==> src/rtl/sig_pkg.sv <==
// Shared definitions for the pulse decoder: FSM states, bit values, default sizing.
// Latency: n/a (types and constants only).
// Backpressure: n/a.
package sig_pkg;

    // Decoder FSM states
    typedef enum logic [1:0] {
        ST_IDLE  = 2'd0,
        ST_MARK  = 2'd1,
        ST_SPACE = 2'd2
    } dec_state_t;

    // Bit values produced by mark classification
    localparam logic BIT_SHORT = 1'b0;
    localparam logic BIT_LONG  = 1'b1;

    // Default sizing
    localparam int DEF_WORD_BITS   = 8;
    localparam int DEF_LONG_CYCLES = 8;
    localparam int DEF_GAP_CYCLES  = 16;

endpackage

==> src/rtl/sig_dec_out_reg.sv <==
// Output holding register with valid/ready handshake and sticky drop flag.
// Latency: a close strobe is visible on out_* one cycle later (registered).
// Backpressure: loads only if empty or being accepted this cycle; otherwise drops and sets ovf.
module sig_dec_out_reg #(
    parameter int WORD_BITS = 8,
    parameter int LEN_W     = 4
) (
    input  logic                 clk,
    input  logic                 rst_n,
    input  logic                 close_vld,
    input  logic [WORD_BITS-1:0] close_dat,
    input  logic [LEN_W-1:0]     close_len,
    input  logic                 out_ready,
    output logic                 out_valid,
    output logic [WORD_BITS-1:0] out_data,
    output logic [LEN_W-1:0]     out_len,
    output logic                 ovf,
    input  logic                 ovf_clr
);

    logic load;

    // A slot is free when empty or when the current word leaves this same cycle
    assign load = close_vld && (!out_valid || out_ready);

    // Holding register: reload has priority over plain acceptance, so no bubble
    always_ff @(posedge clk or negedge rst_n) begin
        if (!rst_n) begin
            out_valid <= 1'b0;
            out_data  <= '0;
            out_len   <= '0;
        end else if (load) begin
            out_valid <= 1'b1;
            out_data  <= close_dat;
            out_len   <= close_len;
        end else if (out_ready) begin
            out_valid <= 1'b0;
        end
    end

    // Sticky drop flag: a drop in the same cycle as a clear wins
    always_ff @(posedge clk or negedge rst_n) begin
        if (!rst_n) begin
            ovf <= 1'b0;
        end else if (close_vld && !load) begin
            ovf <= 1'b1;
        end else if (ovf_clr) begin
            ovf <= 1'b0;
        end
    end

endmodule

==> src/rtl/sig_pulse_decoder.sv <==
// Times marks after the detector strobe, classifies SHORT/LONG, packs bits into words.
// Latency: word visible one cycle after the closing fall edge or gap-timeout cycle.
// Backpressure: single holding register; words closed while it is full are dropped (ovf).
// Optional SIG_DEC_EVT_CNT_EN adds evt_cnt, a wrapping count of accepted strobes.
module sig_pulse_decoder
    import sig_pkg::*;
#(
    parameter int WORD_BITS   = DEF_WORD_BITS,
    parameter int LONG_CYCLES = DEF_LONG_CYCLES,
    parameter int GAP_CYCLES  = DEF_GAP_CYCLES
) (
    input  logic                           clk,
    input  logic                           rst_n,
    input  logic                           sig,
    input  logic                           det_valid,
    output logic                           out_valid,
    input  logic                           out_ready,
    output logic [WORD_BITS-1:0]           out_data,
    output logic [$clog2(WORD_BITS+1)-1:0] out_len,
    output logic                           ovf,
    input  logic                           ovf_clr
`ifdef SIG_DEC_EVT_CNT_EN
    ,
    output logic [15:0]                    evt_cnt
`endif
);

    localparam int LEN_W  = $clog2(WORD_BITS + 1);
    localparam int HCNT_W = $clog2(LONG_CYCLES + 1);
    localparam int GCNT_W = $clog2(GAP_CYCLES);

    localparam logic [LEN_W-1:0]  BCNT_FULL = LEN_W'(WORD_BITS);
    localparam logic [HCNT_W-1:0] HCNT_SAT  = HCNT_W'(LONG_CYCLES);
    localparam logic [GCNT_W-1:0] GCNT_LAST = GCNT_W'(GAP_CYCLES - 1);

    dec_state_t           state, state_nxt;
    logic [HCNT_W-1:0]    hcnt, hcnt_nxt;
    logic [GCNT_W-1:0]    gcnt, gcnt_nxt, gcnt_inc;
    logic [LEN_W-1:0]     bcnt, bcnt_nxt, bcnt_inc;
    logic [WORD_BITS-1:0] shreg, shreg_nxt, shreg_shift;
    logic                 mark_bit;

    logic                 close_vld;
    logic [WORD_BITS-1:0] close_dat;
    logic [LEN_W-1:0]     close_len;

    // Classification and the candidate shift/count values used on a fall edge
    always_comb begin
        mark_bit    = (hcnt >= HCNT_SAT) ? BIT_LONG : BIT_SHORT;
        shreg_shift = {shreg[WORD_BITS-2:0], mark_bit};
        bcnt_inc    = bcnt + LEN_W'(1);
        gcnt_inc    = gcnt + GCNT_W'(1);
    end

    // State and counter registers
    always_ff @(posedge clk or negedge rst_n) begin
        if (!rst_n) begin
            state <= ST_IDLE;
            hcnt  <= '0;
            gcnt  <= '0;
            bcnt  <= '0;
            shreg <= '0;
        end else begin
            state <= state_nxt;
            hcnt  <= hcnt_nxt;
            gcnt  <= gcnt_nxt;
            bcnt  <= bcnt_nxt;
            shreg <= shreg_nxt;
        end
    end

    // Next-state, counter updates and word-close strobe
    always_comb begin
        state_nxt = state;
        hcnt_nxt  = hcnt;
        gcnt_nxt  = gcnt;
        bcnt_nxt  = bcnt;
        shreg_nxt = shreg;
        close_vld = 1'b0;
        close_dat = shreg;
        close_len = bcnt;
        case (state)
            ST_IDLE: begin
                if (det_valid) begin
                    state_nxt = ST_MARK;
                    hcnt_nxt  = HCNT_W'(1);
                end
            end
            ST_MARK: begin
                // Strobes during a mark are ignored; only sig matters here
                if (sig) begin
                    if (hcnt != HCNT_SAT) begin
                        hcnt_nxt = hcnt + HCNT_W'(1);
                    end
                end else if (bcnt_inc == BCNT_FULL) begin
                    close_vld = 1'b1;
                    close_dat = shreg_shift;
                    close_len = bcnt_inc;
                    shreg_nxt = '0;
                    bcnt_nxt  = '0;
                    state_nxt = ST_IDLE;
                end else begin
                    shreg_nxt = shreg_shift;
                    bcnt_nxt  = bcnt_inc;
                    gcnt_nxt  = '0;
                    state_nxt = ST_SPACE;
                end
            end
            ST_SPACE: begin
                // A new mark beats the timeout when both land in the same cycle.
                // The fall cycle is the first low cycle, so the gap closes when
                // the incremented count reaches GAP_CYCLES-1.
                if (det_valid) begin
                    state_nxt = ST_MARK;
                    hcnt_nxt  = HCNT_W'(1);
                end else if (gcnt_inc == GCNT_LAST) begin
                    close_vld = 1'b1;
                    close_dat = shreg;
                    close_len = bcnt;
                    shreg_nxt = '0;
                    bcnt_nxt  = '0;
                    gcnt_nxt  = '0;
                    state_nxt = ST_IDLE;
                end else begin
                    gcnt_nxt = gcnt_inc;
                end
            end
            default: begin
                state_nxt = ST_IDLE;
            end
        endcase
    end

    sig_dec_out_reg #(
        .WORD_BITS (WORD_BITS),
        .LEN_W     (LEN_W)
    ) u_out_reg (
        .clk       (clk),
        .rst_n     (rst_n),
        .close_vld (close_vld),
        .close_dat (close_dat),
        .close_len (close_len),
        .out_ready (out_ready),
        .out_valid (out_valid),
        .out_data  (out_data),
        .out_len   (out_len),
        .ovf       (ovf),
        .ovf_clr   (ovf_clr)
    );

`ifdef SIG_DEC_EVT_CNT_EN
    logic evt_acc;

    // Strobes only count where the FSM acts on them
    assign evt_acc = det_valid && ((state == ST_IDLE) || (state == ST_SPACE));

    // Wrapping accepted-strobe counter
    always_ff @(posedge clk or negedge rst_n) begin
        if (!rst_n) begin
            evt_cnt <= '0;
        end else if (evt_acc) begin
            evt_cnt <= evt_cnt + 16'd1;
        end
    end
`endif

endmodule

==> config.mk <==
export PLATFORM = sky130hd
export DESIGN_NAME = sig_pulse_decoder
export DESIGN_NICKNAME = d
export VERILOG_FILES = /design/src/rtl/sig_pkg.sv /design/src/rtl/sig_dec_out_reg.sv /design/src/rtl/sig_pulse_decoder.sv
export SDC_FILE = /design/constraint.sdc
export NUM_CORES = 1
export LEC_CHECK = 0
export BUFFER_PORTS_ARGS = -buffer_cell sky130_fd_sc_hd__buf_2
export CAP_MARGIN = 40
export CORE_ASPECT_RATIO = 0.5
export CORE_MARGIN = 3
export CORE_UTILIZATION = 45
export CTS_BUF_LIST = sky130_fd_sc_hd__clkbuf_8
export CTS_CLUSTER_DIAMETER = 80
export DETAILED_ROUTE_END_ITERATION = 8
export PLACE_DENSITY = 0.71
export SLEW_MARGIN = 20
export SYNTH_ARGS = -nofsm -noshare
export SYNTH_HDL_FRONTEND = slang
export SYNTH_HIERARCHICAL = 1
export SYNTH_SLANG_ARGS = --single-unit
==> constraint.sdc <==
create_clock -name clk -period 2.8 [get_ports clk]
set_input_delay 0.28 -clock clk [delete_from_list [all_inputs] [get_ports clk]]
set_output_delay 0.28 -clock clk [all_outputs]
set_load 0.01 [all_outputs]
# After elaboration in Yosys (flattened, before gate mapping)
# Index checks and enable logic that the tools add are counted.
[word_totals]
regBits = 36
latch_bits = 0
mem_bits_rw = 0
rom_bits = 0
input_bits = 6
output_inout_bits = 14
elab_cells = 83
n_memories = 0
[op_classes]
n_addsub = 3
n_mul = 0
div_mod_pow = 0
magnitude_cmp = 1
n_eq_ne = 14
shifts = 0
n_mux = 41
bitwise = 0
reduce_logical = 15
[op_table]
columns = ["op", "count"]
rows = [
  ["4-bit 2-to-1 mux", 14],
  ["8-bit 2-to-1 mux", 7],
  ["4-bit one-hot mux with 2 select lines", 3],
  ["8-bit one-hot mux with 2 select lines", 1],
  ["2-bit inequality test, second input constant", 7],
  ["4-bit by 1-bit adder with 4-bit output, second input constant", 3],
  ["4-bit AND reduction", 3],
  ["2-bit 2-to-1 mux", 5],
  ["1-bit 2-to-1 mux", 9],
  ["4-bit == test, second input constant", 2],
  ["2-bit nonzero test", 4],
  ["2-bit one-hot mux with 3 select lines", 1],
  ["4-bit >= comparator, second input constant", 1],
  ["4-bit inequality test, second input constant", 1],
  ["3-bit inequality test, second input constant", 1],
  ["3-bit AND reduction", 1],
  ["2-bit by 1-bit == test with 1-bit output, second input constant", 1],
  ["2-bit == test, second input constant", 1],
  ["1-bit logical AND", 2],
  ["1-bit zero test", 2],
  ["2-bit zero test", 1],
  ["2-bit by 1-bit inequality test with 1-bit output, second input constant", 1],
  ["1-bit one-hot mux with 2 select lines", 1],
  ["2-bit OR reduction", 1],
  ["1-bit logical OR", 1],
]

# Longest topological paths before layout
# Gate-level depths: netlist (run 1).
[depth]
depth_word = 9
depth_mapped = 9
ltp_nobuf = 8

# Cells and area by module
# The synthesis (run 1) kept the hierarchy.
[modules_own_cells]
columns = ["module", "n_inst", "cells_per_inst", "area_each_um2", "seq_area_each_um2"]
rows = [
  ["sig_pulse_decoder", 1, 153, 1446.4, 550.5],
  ["sig_dec_out_reg", 1, 33, 585.6, 350.3],
]

# Worst setup path before layout (run 1)
# OpenSTA, ideal clock, no wires.
[synth_timing]
kind = "reg-to-reg"
start = "register state[0]"
end = "register u_out_reg.out_data[2]"
setup_ps = 125
arrival_ps = 2175
required_time_ps = 2675
path_slack_ps = 500
path_stages_with_launch = 10
path_buffers = 2
synth_period_minus_slack_ps = 2300
path_cell_list = "dfrtp_1 > inv_1 > ha_1 > buf_2 > nand2_1 > or3_1 > a21boi_0 > nand2_4 > buf_12 > mux2_4"
[synth_between]
elab_chain_cells = 3
elab_cells_between_ends = 5
classes_between = "2 x eq/ne; 2 x mux; 1 x reduce/logical"
[synth_rtl]
columns = ["item", "line_no", "source"]
rows = [
  ["start, declared", "sig_pulse_decoder.sv:36", "dec_state_t state, state_nxt;"],
  ["start signal, assigned", "sig_pulse_decoder.sv:64", "state <= state_nxt;"],
  ["2-bit == test or 2-bit by 1-bit == test with 1-bit output (tied branches)", "sig_pulse_decoder.sv:82", "case (state)"],
  ["1-bit one-hot mux with 2 select lines (*)", "sig_pulse_decoder.sv:82", ""],
  ["via close_vld", "sig_pulse_decoder.sv:43", "logic close_vld;"],
  ["1-bit logical AND (*)", "sig_dec_out_reg.sv:24", "assign load = close_vld && (!out_valid || out_ready);"],
  ["end signal, assigned", "sig_dec_out_reg.sv:34", "out_data <= close_dat;"],
  ["end, declared", "sig_dec_out_reg.sv:15", "output logic [WORD_BITS-1:0] out_data,"],
]
# Mark *: on every way through the listed nets, which the timed path passes. The rest lies on a longest branch.
# A chain may end at the register's enable or synchronous reset.

# Worst setup path in the final report (run 1)
[layout_timing]
start = "register gcnt[0]"
end = "register u_out_reg.out_data[7]"
[layout_between]
elab_chain_cells = 6
[layout_rtl]
columns = ["item", "line_no", "source"]
rows = [
  ["start, declared", "sig_pulse_decoder.sv:38", "logic [GCNT_W-1:0] gcnt, gcnt_nxt, gcnt_inc;"],
  ["start signal, assigned", "sig_pulse_decoder.sv:66", "gcnt <= gcnt_nxt;"],
  ["4-bit by 1-bit adder with 4-bit output", "sig_pulse_decoder.sv:52", "gcnt_inc = gcnt + GCNT_W'(1);"],
  ["4-bit == test", "sig_pulse_decoder.sv:116", "end else if (gcnt_inc == GCNT_LAST) begin"],
  ["1-bit 2-to-1 mux", "sig_pulse_decoder.sv:116", ""],
  ["1-bit 2-to-1 mux", "sig_pulse_decoder.sv:113", "if (det_valid) begin"],
  ["1-bit one-hot mux with 2 select lines", "sig_pulse_decoder.sv:82", ""],
  ["via close_vld", "sig_pulse_decoder.sv:43", ""],
  ["1-bit logical AND", "sig_dec_out_reg.sv:24", ""],
]
# The timed path passes the listed nets, and every way through them passes these cells.

==> results.md, run 1 <==
* H-tree levels at 2
* Root Driver: clkbuf_8
* Largest net degree at the start of global routing at 37
* VDD IR max at about 0.27 mV
* Final net count at between 200 and 250
* Chip height at 53.5 µm
* Vias in the first global route at between 1000 and 1500
* Bufs and invs on worst path at 0
* First-pass GRT wire length at 6440 µm
* Total congestion overflow at 0
* R2R Path End: u_out_reg/out_data[7]
* Status: finished, final reports clean
* Synthesized flop and latch total at 36
* Slew at the pin closest to its max-slew limit at 0.576 ns
* Hold Path Depth at 2
* Setup TNS at 0 ns
* RSZ-0062 raised after global routing: no
* Share of layout cells above drive strength 1 at 0.276
* CP top delay family: simple AND/OR/NAND/NOR gates
* Routed len/inst at 13.8 µm
* Final setup fails at 0
* Die width at 101 µm
* Peak Freq at just over 400 MHz
* Fin. Hold Viols at 0
* Commonest non-fill, non-tap cell in the layout: dfrtp_1
* # IOs at 20
* Syn Inst Count at around 190
* Diodes inserted at 0
* DRT iter0 DRCs at 57
* Setup CP Type: reg -> reg
* PD cells at about 770 nW/µm²
* Mapped Nets at approximately 200
* CP max-delay cell: dfrtp_1
* Synth-to-Final Area Change at 14.2%
* Post-route antenna net violation count at 0
* Initial antenna violation count at 0
* Post-layout minimum cycle time at ~2.5 ns
* Via count at 1423
* Arr. time, crit path at 2.65 ns
* Layout fillers at 345
* Clock Path Buffers at 2
* Fin. max-slew vios at 0
* Clock Skew at 0.00520 ns
* Worst-path clk slew at about 0.070 ns
* Detailed Place HPWL at between 2000 and 3000 µm
* Worst setup path endpoint: u_out_reg/out_data[7]
* RR Startpoint: gcnt[0]
* Post-CTS Resized at 0
* Die ar. at roughly 5400 µm²
* Post-DR vias/cell at roughly 5.3
* Total power at about 1.8 mW
* Synth area leaders: dfrtp_1, mux2_4, ha_1, mux2_2, a22o_1
* Hold Path Class: in -> reg
* Mean post-synth cell area at 10.9 µm²
* Total GRT Usage at 0.153
* Worst EP required at 2.97 ns
* Setup crit end kind: register
* Final period util at 0.884
* Critical Path Max Stage Delay at ~0.44 ns
* Final wirelength at 3690 µm
* Yosys top cell area share at 0.443
* Crit path from: gcnt[0]
* Maxcap violations at 0
* TritonCTS clock tree: done
* CTS sink cnt at 36
* CP max FO at 12
* Most frequent cells in the layout: dfrtp_1, nand2_1, buf_2
* FF-to-FF setup slack at 0.33 ns
* Worst-Skew Late Latency at 0.29 ns
* Synth cell types at 44
* Leak Pwr at 1.16 nW
* Setup crit start kind: register
* Synth Cell Area at slightly above 2000 µm²
* Starting Density at 0.493
* Core ar. at 4120 µm²
* Stages on worst setup path at 7
* DRC Markers at 0
* Reg2Reg Depth at 7
* TritonRoute pass-1 iters at 4
* Worst slew margin at 0.614
* Cts bufs inserted at 5
* Routability cong. at 0.792
* Synth warn at 6
* IO Port Bufs at 19
* Crit path cell chain: ha_1 > nor2b_1 > o21ai_0 > or3_1 > a21boi_0 > nand2_4 > mux2_4
* Seq/Total Area, Yosys at 0.443
* Num rows at 16
* Area leader, netlist: dfrtp_1
-- routing by layer --
metal | track usage | wire length [µm] | vias to the layer above
met1 | 0.204 | 1870 | 687
met3 | 0.0355 | 107 | 2
met5 | 0 | 0 | -
met4 | 0.0530 | 25 | 0
li1 | - | - | 713
met2 | 0.248 | 1680 | 21
-- metrics by stage --
| stage | instances | worst slack [ns] | util | instance area [µm²] | hold slack [ns] |
|---|---|---|---|---|---|
| 2_1_floorplan | 186 | 0.500 | - | 2030 | -0.0156 |
| 3_3_place_gp | 258 | 0.421 | 0.529 | 2180 | 0.397 |
| 3_5_place_dp | 258 | 0.345 | 0.529 | 2180 | 0.415 |
| 4_1_cts | 266 | 0.325 | 0.556 | 2290 | 0.0893 |
| 5_1_grt | 268 | 0.141 | 0.563 | 2320 | 0.168 |
| 6_report | 268 | 0.326 | 0.563 | 2320 | 0.171 |
-- power breakdown --
part	internal [mW]	leakage [nW]	switching [mW]	total (mW)
Clock	0.263	0.0541	0.190	0.453
Sequential	0.601	0.490	0.102	0.703
Combinational	0.273	0.614	0.365	0.638
Total	1.14	1.16	0.656	1.79
-- cells by family after synthesis --
kind of cell | Yosys count | share of synthesized area
compound gates | 47 | 0.170
xor+xnor | 2 | 0.00862
fa+ha+maj | 10 | 0.0616
buf+inv | 15 | 0.0388
flops | 36 | 0.443
mux | 22 | 0.140
simple gates | 54 | 0.138
-- flip-flops by register name, indices dropped and copies added, names as in the netlist --
name                 flops
hcnt                     4
u_out_reg/out_valid      1
u_out_reg/out_data       8
gcnt                     4
u_out_reg/ovf            1
bcnt                     4
state                    2
u_out_reg/out_len        4
shreg                    8
-- worst min-delay path by stage --
stage / slack, ns / startpoint / endpoint
after floorplan: -0.02 / rst_n / bcnt[0]
after global placement: 0.40 / rst_n / u_out_reg/out_data[4]
after detailed placement: 0.42 / rst_n / u_out_reg/out_data[4]
after CTS: 0.09 / rst_n / u_out_reg/out_data[4]
after global routing: 0.17 / ovf_clr / u_out_reg/ovf
final: 0.17 / ovf_clr / u_out_reg/ovf
-- cell type report --
type,count,area [µm²],share of cell area
clock buffer,5,68.8,0.0296
clock inverter,3,42.5,0.0183
inverter,11,41.3,0.0178
multi-input combinational,135,1050,0.453
sequential,36,901,0.388
tap,54,67.6,0.0291
timing repair buffer,24,148,0.0636
-- synthesized netlist by cell type, drive strengths merged --
cell type and count:
a21boi 2, mux2 21, inv 11, a31o 1, o311a 1, dfrtp 36
a22o 11, nor3 1, nor2 9, o2bb2ai 1, a21oi 2, and2b 1
o31ai 1, a221o 1, nand3b 3, a211oi 1, xnor2 2, nand3 4
nor2b 3, and2 3, buf 4, o32a 1, o211ai 1, a21o 1
mux2i 1, o22ai 1, or3 1, nand2 23, o21bai 2, nand2b 5
ha 10, a21bo 1, o21ai 18, nor3b 1, a22oi 1
-- what timing repair did --
item	in CTS	in global routing
endpoints found under the hold margin	0	3
buffers inserted	0	0
hold buffers	0	1
Power figures use the tool's default switching activity.
==> run 2: changes to the inputs <==
Settings changed: PLACE_DENSITY 0.71 to default, PLACE_DENSITY_LB_ADDON from default to 0.15, REMOVE_ABC_BUFFERS from default to 1.
==> results.md, run 2 (synthesis gave the netlist of run 1 again) <==
* Num rows at 16 (unchanged)
* Chip height at 53.5 µm (unchanged)
* Vias in the first global route at 1393 (+0.65%)
* TritonRoute pass-1 iters at 4 (unchanged)
* Total GRT Usage at 0.160 (+0.00670)
* TritonCTS clock tree: done
* Worst slew margin at 0.608 (-0.00566)
* Layout fillers at 365 (+5.8%)
* Post-route insts no fill at 268 (unchanged)
* Arr. time, crit path at 2.66 ns (about the same)
* Post-route antenna net violation count at 0 (unchanged)
* Most frequent cells in the layout: dfrtp_1, nand2_1, buf_2
* Final setup fails at 0 (unchanged)
* IO Port Bufs at 19 (unchanged)
* RSZ-0062 raised after global routing: no
* Worst hold endpoint: u_out_reg/ovf
* Maxcap violations at 0 (unchanged)
* Status: finished, final reports clean
* Final period util at 0.890 (+0.00586)
* Total power at 1.78 mW (-0.51%)
* Cts bufs inserted at 5 (unchanged)
* Post-place setup slack at 0.335 ns (-0.0101 ns)
* Routed len/inst at 14.3 µm (+3.9%)
* Slew at the pin closest to its max-slew limit at 0.585 ns (+0.00846 ns)
* Comb pwr share at 0.359 (+0.003)
* P_int at 1.13 mW (-0.22%)
* Worst-Skew Late Latency at 0.28 ns (about the same)
* Initial antenna violation count at 0 (unchanged)
* Core ar. at 4120 µm² (unchanged)
* PD cells at 770 nW/µm² (-0.35%)
* VDD IR max at 0.269 mV (-1.4%)
* Final instance area at 2320 µm² (-0.16%)
* Peak Freq at 401 MHz (-0.66%)
* R2R Path End: u_out_reg/out_data[4]
* CTS sink cnt at 36 (unchanged)
* Largest registers: shreg: 8 flops, u_out_reg/out_data: 8 flops
* Hold-fix buffers, CTS at 0 (unchanged)
* Source of the worst hold timing path: ovf_clr
* Total congestion overflow at 0 (unchanged)
* Worst EP required at 2.97 ns (about the same)
* Routability cong. at 0.794 (+0.24%)
* Post-DR vias/cell at 5.32 (+0.14%)
* Fin. max-slew vios at 0 (unchanged)
* RR Startpoint: gcnt[0]
* Root Driver: clkbuf_8
* Setup Buffers After CTS at 0 (unchanged)
* Final wirelength at 3830 µm (+3.9%)
* Final net count at 229 (unchanged)
* Hold Path Class: in -> reg
* Worst-path clk slew at 0.07 ns (about the same)
* Synth-to-Final Area Change at 14.0%
* Die width at 101 µm (unchanged)
* Util after Layout at 0.562 (-0.000910)
* Setup CP Type: reg -> reg
* FF-to-FF setup slack at 0.31 ns (-0.02 ns)
* Setup crit start kind: register
* Share of layout cells above drive strength 1 at 0.271 (-0.00467)
* Setup crit end kind: register
* H-tree levels at 2 (unchanged)
* Largest net degree at the start of global routing at 37 (unchanged)
* Area after DPL at 2180 µm² (unchanged)
* Post-layout minimum cycle time at 2.49 ns (+0.0164 ns)
* Clock Path Buffers at 2 (unchanged)
* Die ar. at 5410 µm² (unchanged)
* # IOs at 20 (unchanged)
* Fin. Hold Viols at 0 (unchanged)
* P_sw at 650 µW (-1.0%)
* Commonest non-fill, non-tap cell in the layout: dfrtp_1
* Hold Path Depth at 2 (unchanged)
* Clock Skew at 0.00304 ns (-0.00215 ns)
* Reg2Reg Depth at 7 (unchanged)
* Dpl cells at 258 (unchanged)
* Diodes inserted at 0 (unchanged)
* First-pass GRT wire length at 6640 µm (+3.0%)
* DRT iter0 DRCs at 33 (-42%)
* CP max FO at 12 (unchanged)
* Sequential share of power at 0.392 (about the same)
* Leak Pwr at 1.16 nW (+0.45%)
* Post-CTS Resized at 0 (unchanged)
* Clock power frac at 0.249 (-0.004)
* Setup TNS at 0 ns (unchanged)
* Starting Density at 0.493 (unchanged)
* Detailed Place HPWL at 2710 µm (+5.6%)
* Sw Share at 0.364 (-0.00184)
* Setup ws final at 0.309 ns (-0.0164 ns)
* WHS at 0.199 ns (+0.0285 ns)
* Via count at 1425 (+0.14%)
* DRC Markers at 0 (unchanged)
[run 2: worst max-delay path, stage by stage (launching register included)]
cell,delay (ns)
dfrtp_1,0.44
ha_1,0.28
nor2b_1,0.18
o21ai_0,0.13
or3_1,0.32
a21boi_0,0.40
nand2_4,0.26
mux2_4,0.36
[run 2: per-layer routing]
layer  up-vias  track usage  part of all wire
met5         -            0                 0
met2        22        0.248              0.43
met1       683        0.222              0.52
met3         5       0.0434             0.034
li1        715            -                 -
met4         0       0.0397            0.0094
[run 2: worst max path at each step]
| stage | startpoint | to | slack, ns |
|---|---|---|---|
| after global routing | gcnt[0] | u_out_reg/out_data[4] | 0.11 |
| final | gcnt[0] | u_out_reg/out_data[4] | 0.31 |
| after global placement | gcnt[0] | u_out_reg/out_data[2] | 0.41 |
| after CTS | gcnt[0] | u_out_reg/out_data[4] | 0.31 |
| after detailed placement | gcnt[0] | u_out_reg/out_data[4] | 0.33 |
| after floorplan | state[1] | u_out_reg/out_data[2] | 0.46 |
[run 2: power by group through the flow]
stage	logic (mW)	registers [mW]	clock network (mW)
floorplan	0.483	0.686	0
global placement	0.627	0.704	0
detailed placement	0.635	0.709	0
CTS	0.640	0.700	0.461
global route	0.734	0.719	0.485
finish	0.640	0.700	0.444
[run 2: layout make-up]
type	instances	area, µm²	share of cell area
Inverter	11	41.3	0.0178
Clock inverter	3	38.8	0.0167
Tap cell	54	67.6	0.0292
Timing Repair Buffer	24	148	0.0637
Sequential cell	36	901	0.389
Clock buffer	5	68.8	0.0297
Multi-Input combinational cell	135	1050	0.454
==> run 3: changes to the inputs <==
Settings changed: CELL_PAD_IN_SITES_DETAIL_PLACEMENT from default to 2, CELL_PAD_IN_SITES_GLOBAL_PLACEMENT from default to 2, CORE_UTILIZATION 45 to 40.
==> results.md, run 3 (synthesis gave the netlist of run 1 again) <==
* Status: finished, final reports clean
* DRT iter0 DRCs at 63 (+91%)
* # IOs at 20 (unchanged)
* Detailed Place HPWL at 3830 µm (+41%)
* TritonCTS clock tree: done
* Hold Path Class: in -> reg
* Die width at 107 µm (+5.7%)
* Setup Buffers After CTS at 0 (unchanged)
* Chip height at 56.4 µm (+5.4%)
* Via count at 1546 (+8.5%)
* Comb pwr share at 0.390 (+0.031)
* TritonRoute pass-1 iters at 4 (unchanged)
* Clock Path Buffers at 2 (unchanged)
* Final setup fails at 0 (unchanged)
* Setup crit start kind: register
* First-pass GRT wire length at 8800 µm (+33%)
* Fin. max-slew vios at 0 (unchanged)
* VDD IR max at 0.316 mV (+17%)
* Commonest non-fill, non-tap cell in the layout: dfrtp_1
* CTS sink cnt at 36 (unchanged)
* Root Driver: clkbuf_8
* Total GRT Usage at 0.186 (+0.0264)
* Setup crit end kind: register
* Total congestion overflow at 0 (unchanged)
* Final wirelength at 5760 µm (+50%)
* Synth-to-Final Area Change at 14.1% (about the same)
* Sequential share of power at 0.391 (about the same)
* P_int at 1.08 mW (-5.0%)
* Post-layout minimum cycle time at 2.55 ns (+0.0597 ns)
* Met1 usage at 0.241 (+0.0184)
* Largest registers: shreg: 8 flops, u_out_reg/out_data: 8 flops
* Final period util at 0.911 (+0.0213)
* DRC Markers at 0 (unchanged)
* Largest net degree at the start of global routing at 37 (unchanged)
* Diodes inserted at 0 (unchanged)
* Fin. Hold Viols at 0 (unchanged)
* Leak Pwr at 1.15 nW (-0.92%)
* Worst-path clk slew at 0.07 ns (about the same)
* CP max FO at 12 (unchanged)
* Worst slew margin at 0.610 (+0.00151)
* RSZ-0062 raised after global routing: no
* Routability cong. at 0.715 (-9.9%)
* Hold-fix buffers, CTS at 0 (unchanged)
* Share of layout cells above drive strength 1 at 0.271 (unchanged)
* Core ar. at 4640 µm² (+12%)
* Die ar. at 6020 µm² (+11%)
* CP max-delay cell: dfrtp_1
* Peak Freq at 392 MHz (-2.3%)
* Vias in the first global route at 1647 (+18%)
* M3 GR Usage at 0.0459 (+0.00250)
* Num rows at 17 (+1)
* Starting Density at 0.438 (-0.0545)
* Post-CTS Resized at 0 (unchanged)
* Layout fillers at 476 (+30%)
* Final instance area at 2320 µm² (about the same)
* Worst-Skew Late Latency at 0.29 ns (about the same)
* Slew at the pin closest to its max-slew limit at 0.583 ns (-0.00225 ns)
* P_sw at 733 µW (+13%)
* Arr. time, crit path at 2.73 ns (+0.07 ns)
* GRT busiest layer: met2
* Clock Skew at 0.00870 ns (+0.00566 ns)
* Util after Layout at 0.500 (-0.0619)
* IO Port Bufs at 19 (unchanged)
* Routed len/inst at 20.6 µm (+44%)
* Final net count at 229 (unchanged)
* Setup TNS at 0 ns (unchanged)
* Crit path cell chain: ha_1 > nor2b_1 > o21ai_0 > or3_1 > a21boi_0 > nand2_4 > mux2_4
* Critical Path Max Stage Delay at 0.45 ns (about the same)
* PD cells at 781 nW/µm² (+1.4%)
* Area after DPL at 2190 µm² (+0.69%)
* Post-route antenna net violation count at 0 (unchanged)
* Setup CP Type: reg -> reg
* Most frequent cells in the layout: dfrtp_1, nand2_1, buf_2
* Maxcap violations at 0 (unchanged)
* Worst EP required at 2.98 ns (about the same)
* Post-DR vias/cell at 5.52 (+3.8%)
* Initial antenna violation count at 0 (unchanged)
* Clock power frac at 0.219 (-0.030)
* H-tree levels at 2 (unchanged)
* Met2 global-route usage at 0.326 (+0.0781)
* Cts bufs inserted at 5 (unchanged)
* Sw Share at 0.405 (+0.0406)
## run 3: cell count changes in the layout (fill, tap and decap cells not counted), sizes merged
cell,previous run,this run
clkinv,1,0
clkbuf,5,6
clkinvlp,0,1
bufinv,1,0
## run 3: power groups by stage
stage / Clock, mW / Combinational [mW] / Sequential, mW
floorplan: 0 / 0.483 / 0.686
global placement: 0 / 0.646 / 0.707
detailed placement: 0 / 0.691 / 0.716
CTS: 0.398 / 0.709 / 0.706
global route: 0.424 / 0.804 / 0.729
finish: 0.397 / 0.706 / 0.708
## run 3: metrics by stage
step / setup WS, ns / total power, mW / std cells / hold WS (ns)
final: 0.250 / 1.81 / 280 / 0.205
after global routing: 0.106 / 1.96 / 280 / 0.212
after CTS: 0.240 / 1.81 / 278 / 0.115
after detailed placement: 0.238 / 1.41 / 270 / 0.423
after global placement: 0.391 / 1.35 / 270 / 0.424
after floorplan: 0.462 / 1.17 / 182 / -0.0156
## run 3: worst max-delay path, delay by kind of cell (launching register included)
kind / cells / cell delay (ns)
AND/OR/NAND/NOR: 3 / 0.78
AO/OA/AOI/OAI: 2 / 0.55
multiplexers: 1 / 0.37
adder cells (fa/ha/maj): 1 / 0.29
flip-flops: 1 / 0.45
## run 3: cell type report
| class | instances | area, µm² | area share |
|---|---|---|---|
| inverters | 11 | 41.3 | 0.0178 |
| clock inverters | 2 | 11.3 | 0.00486 |
| well taps | 66 | 82.6 | 0.0356 |
| flip-flops and latches | 36 | 901 | 0.389 |
| clock buffers | 6 | 82.6 | 0.0356 |
| multi-input cells | 135 | 1050 | 0.454 |
| repair buffers | 24 | 148 | 0.0637 |
## run 3: layer usage
layer | share of wire | up-vias
met1 | 0.46 | 793
met2 | 0.49 | 27
li1 | - | 717
met4 | 0.014 | 0
met5 | 0 | -
met3 | 0.036 | 9
## run 3: path summary, 6_finish.rpt
kind	depth (start not counted)	from	to	slack [ns]
min in group asynchronous	2	rst_n	u_out_reg/out_data[7]	0.34
hold reg to reg	1	u_out_reg/out_data[0]	u_out_reg/out_data[0]	0.52
setup / recovery	7	gcnt[0]	u_out_reg/out_data[3]	0.25
setup reg to reg	7	gcnt[0]	u_out_reg/out_data[3]	0.25
hold / removal	2	ovf_clr	u_out_reg/ovf	0.20
max in group asynchronous	3	rst_n	hcnt[3]	2.06
